### src/rtl/id_ex_dump_unit.sv
// ============================================================================
// Module  : id_ex_dump_unit
// Brief   : Snapshots the seven ID/EX fields on request and streams them out
//           byte-wise (field 0..6, LSB first) over a valid/ready byte port.
//           Define ID_EX_DUMP_CSUM_EN to append an XOR checksum byte.
// Revision: 1.0  initial release
// ============================================================================
`default_nettype none

module id_ex_dump_unit #(
    parameter int DATA_WIDTH = 32
) (
    input  logic                  clk,
    input  logic                  i_rst,
    input  logic [DATA_WIDTH-1:0] i_ctrl,
    input  logic [DATA_WIDTH-1:0] i_pc,
    input  logic [DATA_WIDTH-1:0] i_pc_next,
    input  logic [DATA_WIDTH-1:0] i_rs1_data,
    input  logic [DATA_WIDTH-1:0] i_rs2_data,
    input  logic [DATA_WIDTH-1:0] i_imm,
    input  logic [DATA_WIDTH-1:0] i_instr,
    input  logic                  i_start,
    input  logic                  i_tx_ready,
    output logic [7:0]            o_tx_data,
    output logic                  o_tx_valid,
    output logic                  o_busy,
    output logic                  o_done
);

    localparam int c_FIELD_BYTES = DATA_WIDTH / 8;
    localparam int c_TOTAL_BYTES = 7 * c_FIELD_BYTES;
    localparam int c_SHADOW_W    = 7 * DATA_WIDTH;
    localparam int c_CNT_W       = $clog2(c_TOTAL_BYTES);
    localparam logic [c_CNT_W-1:0] c_LAST_IDX = c_CNT_W'(c_TOTAL_BYTES - 1);

    generate
        if ((DATA_WIDTH % 8 != 0) || (DATA_WIDTH < 8) || (DATA_WIDTH > 64)) begin : g_bad_width
            $error("DATA_WIDTH must be a multiple of 8 in the range 8..64");
        end
    endgenerate

    typedef enum logic [1:0] {
        S_IDLE = 2'd0,
        S_SEND = 2'd1,
`ifdef ID_EX_DUMP_CSUM_EN
        S_CSUM = 2'd2,
`endif
        S_DONE = 2'd3
    } state_t;

    state_t                r_state;
    state_t                w_state_next;
    logic [c_SHADOW_W-1:0] r_shadow;
    logic [c_CNT_W-1:0]    r_count;
    logic [7:0]            w_tx_data;
    logic                  w_tx_valid;
    logic                  w_busy;
    logic                  w_done;
    logic                  w_snap;
    logic                  w_data_xfer;
`ifdef ID_EX_DUMP_CSUM_EN
    logic [7:0]            r_csum;
`endif

    // ------------------------------------------------------------------------
    // State register
    // ------------------------------------------------------------------------
    always_ff @(posedge clk) begin
        if (i_rst) begin
            r_state <= S_IDLE;
        end else begin
            r_state <= w_state_next;
        end
    end

    // ------------------------------------------------------------------------
    // Next-state and output decode
    // ------------------------------------------------------------------------
    always_comb begin
        w_state_next = r_state;
        w_tx_data    = 8'h00;
        w_tx_valid   = 1'b0;
        w_busy       = 1'b0;
        w_done       = 1'b0;
        w_snap       = 1'b0;
        w_data_xfer  = 1'b0;
        case (r_state)
            S_IDLE: begin
                if (i_start) begin
                    w_snap       = 1'b1;
                    w_state_next = S_SEND;
                end
            end
            S_SEND: begin
                w_tx_data   = r_shadow[7:0];
                w_tx_valid  = 1'b1;
                w_busy      = 1'b1;
                w_data_xfer = i_tx_ready;
                if (i_tx_ready && (r_count == c_LAST_IDX)) begin
`ifdef ID_EX_DUMP_CSUM_EN
                    w_state_next = S_CSUM;
`else
                    w_state_next = S_DONE;
`endif
                end
            end
`ifdef ID_EX_DUMP_CSUM_EN
            S_CSUM: begin
                w_tx_data  = r_csum;
                w_tx_valid = 1'b1;
                w_busy     = 1'b1;
                if (i_tx_ready) begin
                    w_state_next = S_DONE;
                end
            end
`endif
            S_DONE: begin
                w_done       = 1'b1;
                w_state_next = S_IDLE;
            end
            default: begin
                w_state_next = S_IDLE;
            end
        endcase
    end

    // ------------------------------------------------------------------------
    // Shadow buffer: a shift register so the outgoing byte is always bits [7:0]
    // ------------------------------------------------------------------------
    always_ff @(posedge clk) begin
        if (i_rst) begin
            r_shadow <= '0;
            r_count  <= '0;
        end else if (w_snap) begin
            r_shadow <= {i_instr, i_imm, i_rs2_data, i_rs1_data, i_pc_next, i_pc, i_ctrl};
            r_count  <= '0;
        end else if (w_data_xfer) begin
            r_shadow <= {8'h00, r_shadow[c_SHADOW_W-1:8]};
            r_count  <= r_count + 1'b1;
        end
    end

`ifdef ID_EX_DUMP_CSUM_EN
    always_ff @(posedge clk) begin
        if (i_rst) begin
            r_csum <= 8'h00;
        end else if (w_snap) begin
            r_csum <= 8'h00;
        end else if (w_data_xfer) begin
            r_csum <= r_csum ^ r_shadow[7:0];
        end
    end
`endif

    assign o_tx_data  = w_tx_data;
    assign o_tx_valid = w_tx_valid;
    assign o_busy     = w_busy;
    assign o_done     = w_done;

endmodule

`default_nettype wire

### config.mk
export PLATFORM = sky130hd
export DESIGN_NAME = id_ex_dump_unit
export DESIGN_NICKNAME = d
export VERILOG_FILES = /design/src/rtl/id_ex_dump_unit.sv
export SDC_FILE = /design/constraint.sdc
export NUM_CORES = 1
export LEC_CHECK = 0
export ABC_AREA = 1
export CORE_UTILIZATION = 51
export DETAILED_ROUTE_END_ITERATION = 7
export GPL_ROUTABILITY_DRIVEN = 1
export PLACE_DENSITY = 0.83
export SETUP_SLACK_MARGIN = 0.15
export SYNTH_ARGS = -nofsm -noshare
export SYNTH_HDL_FRONTEND = slang
export SYNTH_SLANG_ARGS = --single-unit
### constraint.sdc
create_clock -name clk -period 1.6 [get_ports clk]
set_input_delay 0.24 -clock clk [delete_from_list [all_inputs] [get_ports clk]]
set_output_delay 0.24 -clock clk [all_outputs]
set_load 0.02 [all_outputs]
==> results.sh, run 1 <==
export IMPL_outcome="finished, violations left"
export IMPL_failed_checks="setup timing"
export IMPL_max_clock_path_buffers=3
export IMPL_seq_area_um2=4630
export IMPL_syn_area_um2=12100
export IMPL_syn_nets=2196
export IMPL_rsz0062_at_grt="true"
export IMPL_vias=13300
export IMPL_htreeDepth=1
export IMPL_avgViaCountPerCell=5.33
export IMPL_r2r_setup_slack_ns=-0.005
export IMPL_cts_num_sinks=231
export IMPL_holdCritPathClass="in2reg"
export IMPL_most_common_layout_cells="461 x nand2_1, 437 x inv_1, 387 x nand3_1"
export IMPL_yosys_register_bits=231
export IMPL_start_kind="flop"
export IMPL_wl_per_cell_um=15.4
export IMPL_worstMarginPinSlew_ns=0.568
export IMPL_core_area_um2=22900
export IMPL_crit_arrival_ns=2.05
export IMPL_max_cap_violations=0
export IMPL_ys_types=19
export IMPL_p_total_mw=15.2
export IMPL_root_buffer="clkbuf_16"
export IMPL_die_y_um=156
export IMPL_worstHoldPathCells=2
export IMPL_postRouteAntennaNets=0
export IMPL_clk_latency_ns=0.52
export IMPL_p_leak_nw=7.56
export IMPL_routed_wl_um=38400
export IMPL_route_detailed_drc=0
export IMPL_drive_above_1_share_pct=10.3
export IMPL_grt_usage_pct=27.9
export IMPL_syn_inst=1967
export IMPL_fin_skew_ns=0.00989
export IMPL_antenna_found_initial=0
export IMPL_fin_ws_ns=-0.00456
export IMPL_hold_buffers=0
export IMPL_hpwl_um=20700
export IMPL_tns_ns=-0.00684
export IMPL_first_pass_iters=6
export IMPL_worstSetupEndpoint="r_shadow[212]"
export IMPL_grt_pass1_wl_um=55900
export IMPL_hold_viol=0
export IMPL_crit_type="reg2reg"
export IMPL_reg2regPathDepth=9
export IMPL_io_buffers=238
export IMPL_vdd_ir_drop_worst_mv=0.548
export IMPL_multi_input_area_um2=5630
export IMPL_critPathLaunch="r_state[0]"
export IMPL_grt_max_degree=127
export IMPL_insertedDiodeCount=0
export IMPL_cp_required_ns=2.05
export IMPL_rows=55
export IMPL_grt_ovfl_total=0
export IMPL_fp_dieW_um=156
export IMPL_nFillCells=1734
export IMPL_period_share_pct=100
export IMPL_yosys_warnings=0
export IMPL_gp_congestion=0.814
export IMPL_fmax_mhz=623
export IMPL_post_place_ws_ns=-0.223
export IMPL_layout_commonest_cell="nand2_1"
export IMPL_start_util_pct=52.7
export IMPL_maxSlewHeadroom_pct=62.2
export IMPL_syn2layout_area_growth_pct=39.2
export IMPL_cp_max_fo=8
export IMPL_slew_violations=0
export IMPL_p_per_area_nw_per_um2=904
export IMPL_final_nets=2395
export IMPL_r2r_start="r_state[0]"
export IMPL_first_iter_violations=1403
export IMPL_period_needed_ns=1.60
export IMPL_design_die_area_um2=24300
export IMPL_utilization_pct=73.3
export IMPL_seq_area_frac_synth_pct=38.3
export IMPL_setup_viol=2
export IMPL_numCtsBuffers=24
export IMPL_io_pins=239
export IMPL_r2r_end="r_shadow[212]"
export IMPL_grt_pass1_vias=11800
export IMPL_path_clk_slew_ns=0.07
export IMPL_cts_tree="yes"
export IMPL_cp_end_kind="flop"
export IMPL_avgSynthCellArea_um2=6.14
==> final cells by class <==
cell class / count / share of cell area, %
inverters: 441 / 9.94
multi-input cells: 1150 / 33.5
well taps: 313 / 2.33
clock buffers: 38 / 4.31
clock inverters: 1 / 0.0298
flip-flops and latches: 231 / 27.5
repair buffers: 318 / 22.3
==> registers in the layout, summed over array words and instances (netlist names) <==
name      count
r_shadow    224
r_count       5
r_state       2
==> critical path, cell delays in order (launching register included) <==
cell and delay, ns:
dfxtp_2 0.34, buf_6 0.13, nor2_4 0.14, nand2_4 0.14, nand2_8 0.19, buf_6 0.16, buf_6 0.12, buf_6 0.12
nand3_2 0.07, a21oi_2 0.14
==> repair_timing <==
item,CTS,global route
buffers inserted,7,4
gates resized for setup,103,117
endpoints found under the setup margin,231,235
pin swaps,4,35
cloned,9,15
==> power by group <==
| group | leakage [nW] | internal [mW] | switching (mW) |
|---|---|---|---|
| sequential | 1.89 | 6.15 | 0.209 |
| clock | 0.357 | 3.07 | 2.25 |
| combinational | 5.31 | 1.63 | 1.88 |
| total | 7.56 | 10.8 | 4.34 |
==> kinds of logic (layout without fill, tap and decap cells) <==
kind of cell | after synthesis | count (layout) | share of synthesized area [%]
DFF | 231 | 231 | 38.3
buffers and inverters | 586 | 798 | 18.9
adders and majority gates | 1 | 1 | 0.104
and+or+nand+nor | 918 | 918 | 33.1
AOI/OAI and AO/OA | 231 | 231 | 9.58
==> metal layers <==
layer / share of wire [%] / global-route usage [%] / vias up
met3: 8.6 / 3.67 / 119
met5: 0 / 0 / -
met4: 3.7 / 9.43 / 0
li1: - / - / 6440
met1: 40 / 37.0 / 6032
met2: 47 / 46.4 / 698
==> worst min-delay path by stage <==
| stage | startpoint | slack [ns] | to |
|---|---|---|---|
| after floorplan | i_instr[31] | 0.38 | r_shadow[223] |
| after global placement | r_shadow[216] | 0.45 | r_shadow[216] |
| after detailed placement | r_shadow[218] | 0.45 | r_shadow[218] |
| after CTS | i_rst | 0.07 | r_shadow[220] |
| after global routing | i_rst | 0.1 | r_shadow[207] |
| final | i_rst | 0.1 | r_shadow[195] |
==> stage by stage <==
stage,hold slack [ns],instance area [um2],cells
final,0.0968,16800,2492
after global routing,0.0989,16800,2492
after CTS,0.0727,16000,2474
after detailed placement,0.454,14800,2419
after global placement,0.448,14800,2419
after floorplan,0.379,12100,1967
==> synthesized netlist by cell type <==
| cell type | number | area [um2] |
|---|---|---|
| clkbuf_1 | 81 | 304 |
| o21ai_0 | 8 | 40.0 |
| a21oi_1 | 223 | 1120 |
| inv_2 | 2 | 7.51 |
| nor2_1 | 21 | 78.8 |
| nand3_1 | 425 | 2130 |
| buf_1 | 8 | 30.0 |
| nor2_2 | 1 | 6.26 |
| dfxtp_1 | 231 | 4620 |
| ha_1 | 1 | 12.5 |
| inv_1 | 439 | 1650 |
| nand2_2 | 1 | 6.26 |
| buf_4 | 6 | 45.0 |
| nand4_1 | 2 | 12.5 |
| or2_2 | 1 | 6.26 |
| nand2_1 | 465 | 1750 |
| buf_2 | 49 | 245 |
| nor3_1 | 2 | 10.0 |
| clkbuf_4 | 1 | 7.51 |
(Power assumes the default switching activity.)
==> inputs of run 2 (changes only) <==
--- a/config.mk
+++ b/config.mk
@@ -8,7 +8,6 @@
 export ABC_AREA = 1
 export CORE_UTILIZATION = 51
 export DETAILED_ROUTE_END_ITERATION = 7
-export GPL_ROUTABILITY_DRIVEN = 1
 export PLACE_DENSITY = 0.83
 export SETUP_SLACK_MARGIN = 0.15
 export SYNTH_ARGS = -nofsm -noshare
==> results of run 2 <==
No change in the layout: final DEF, timing and power equal those of run 1.
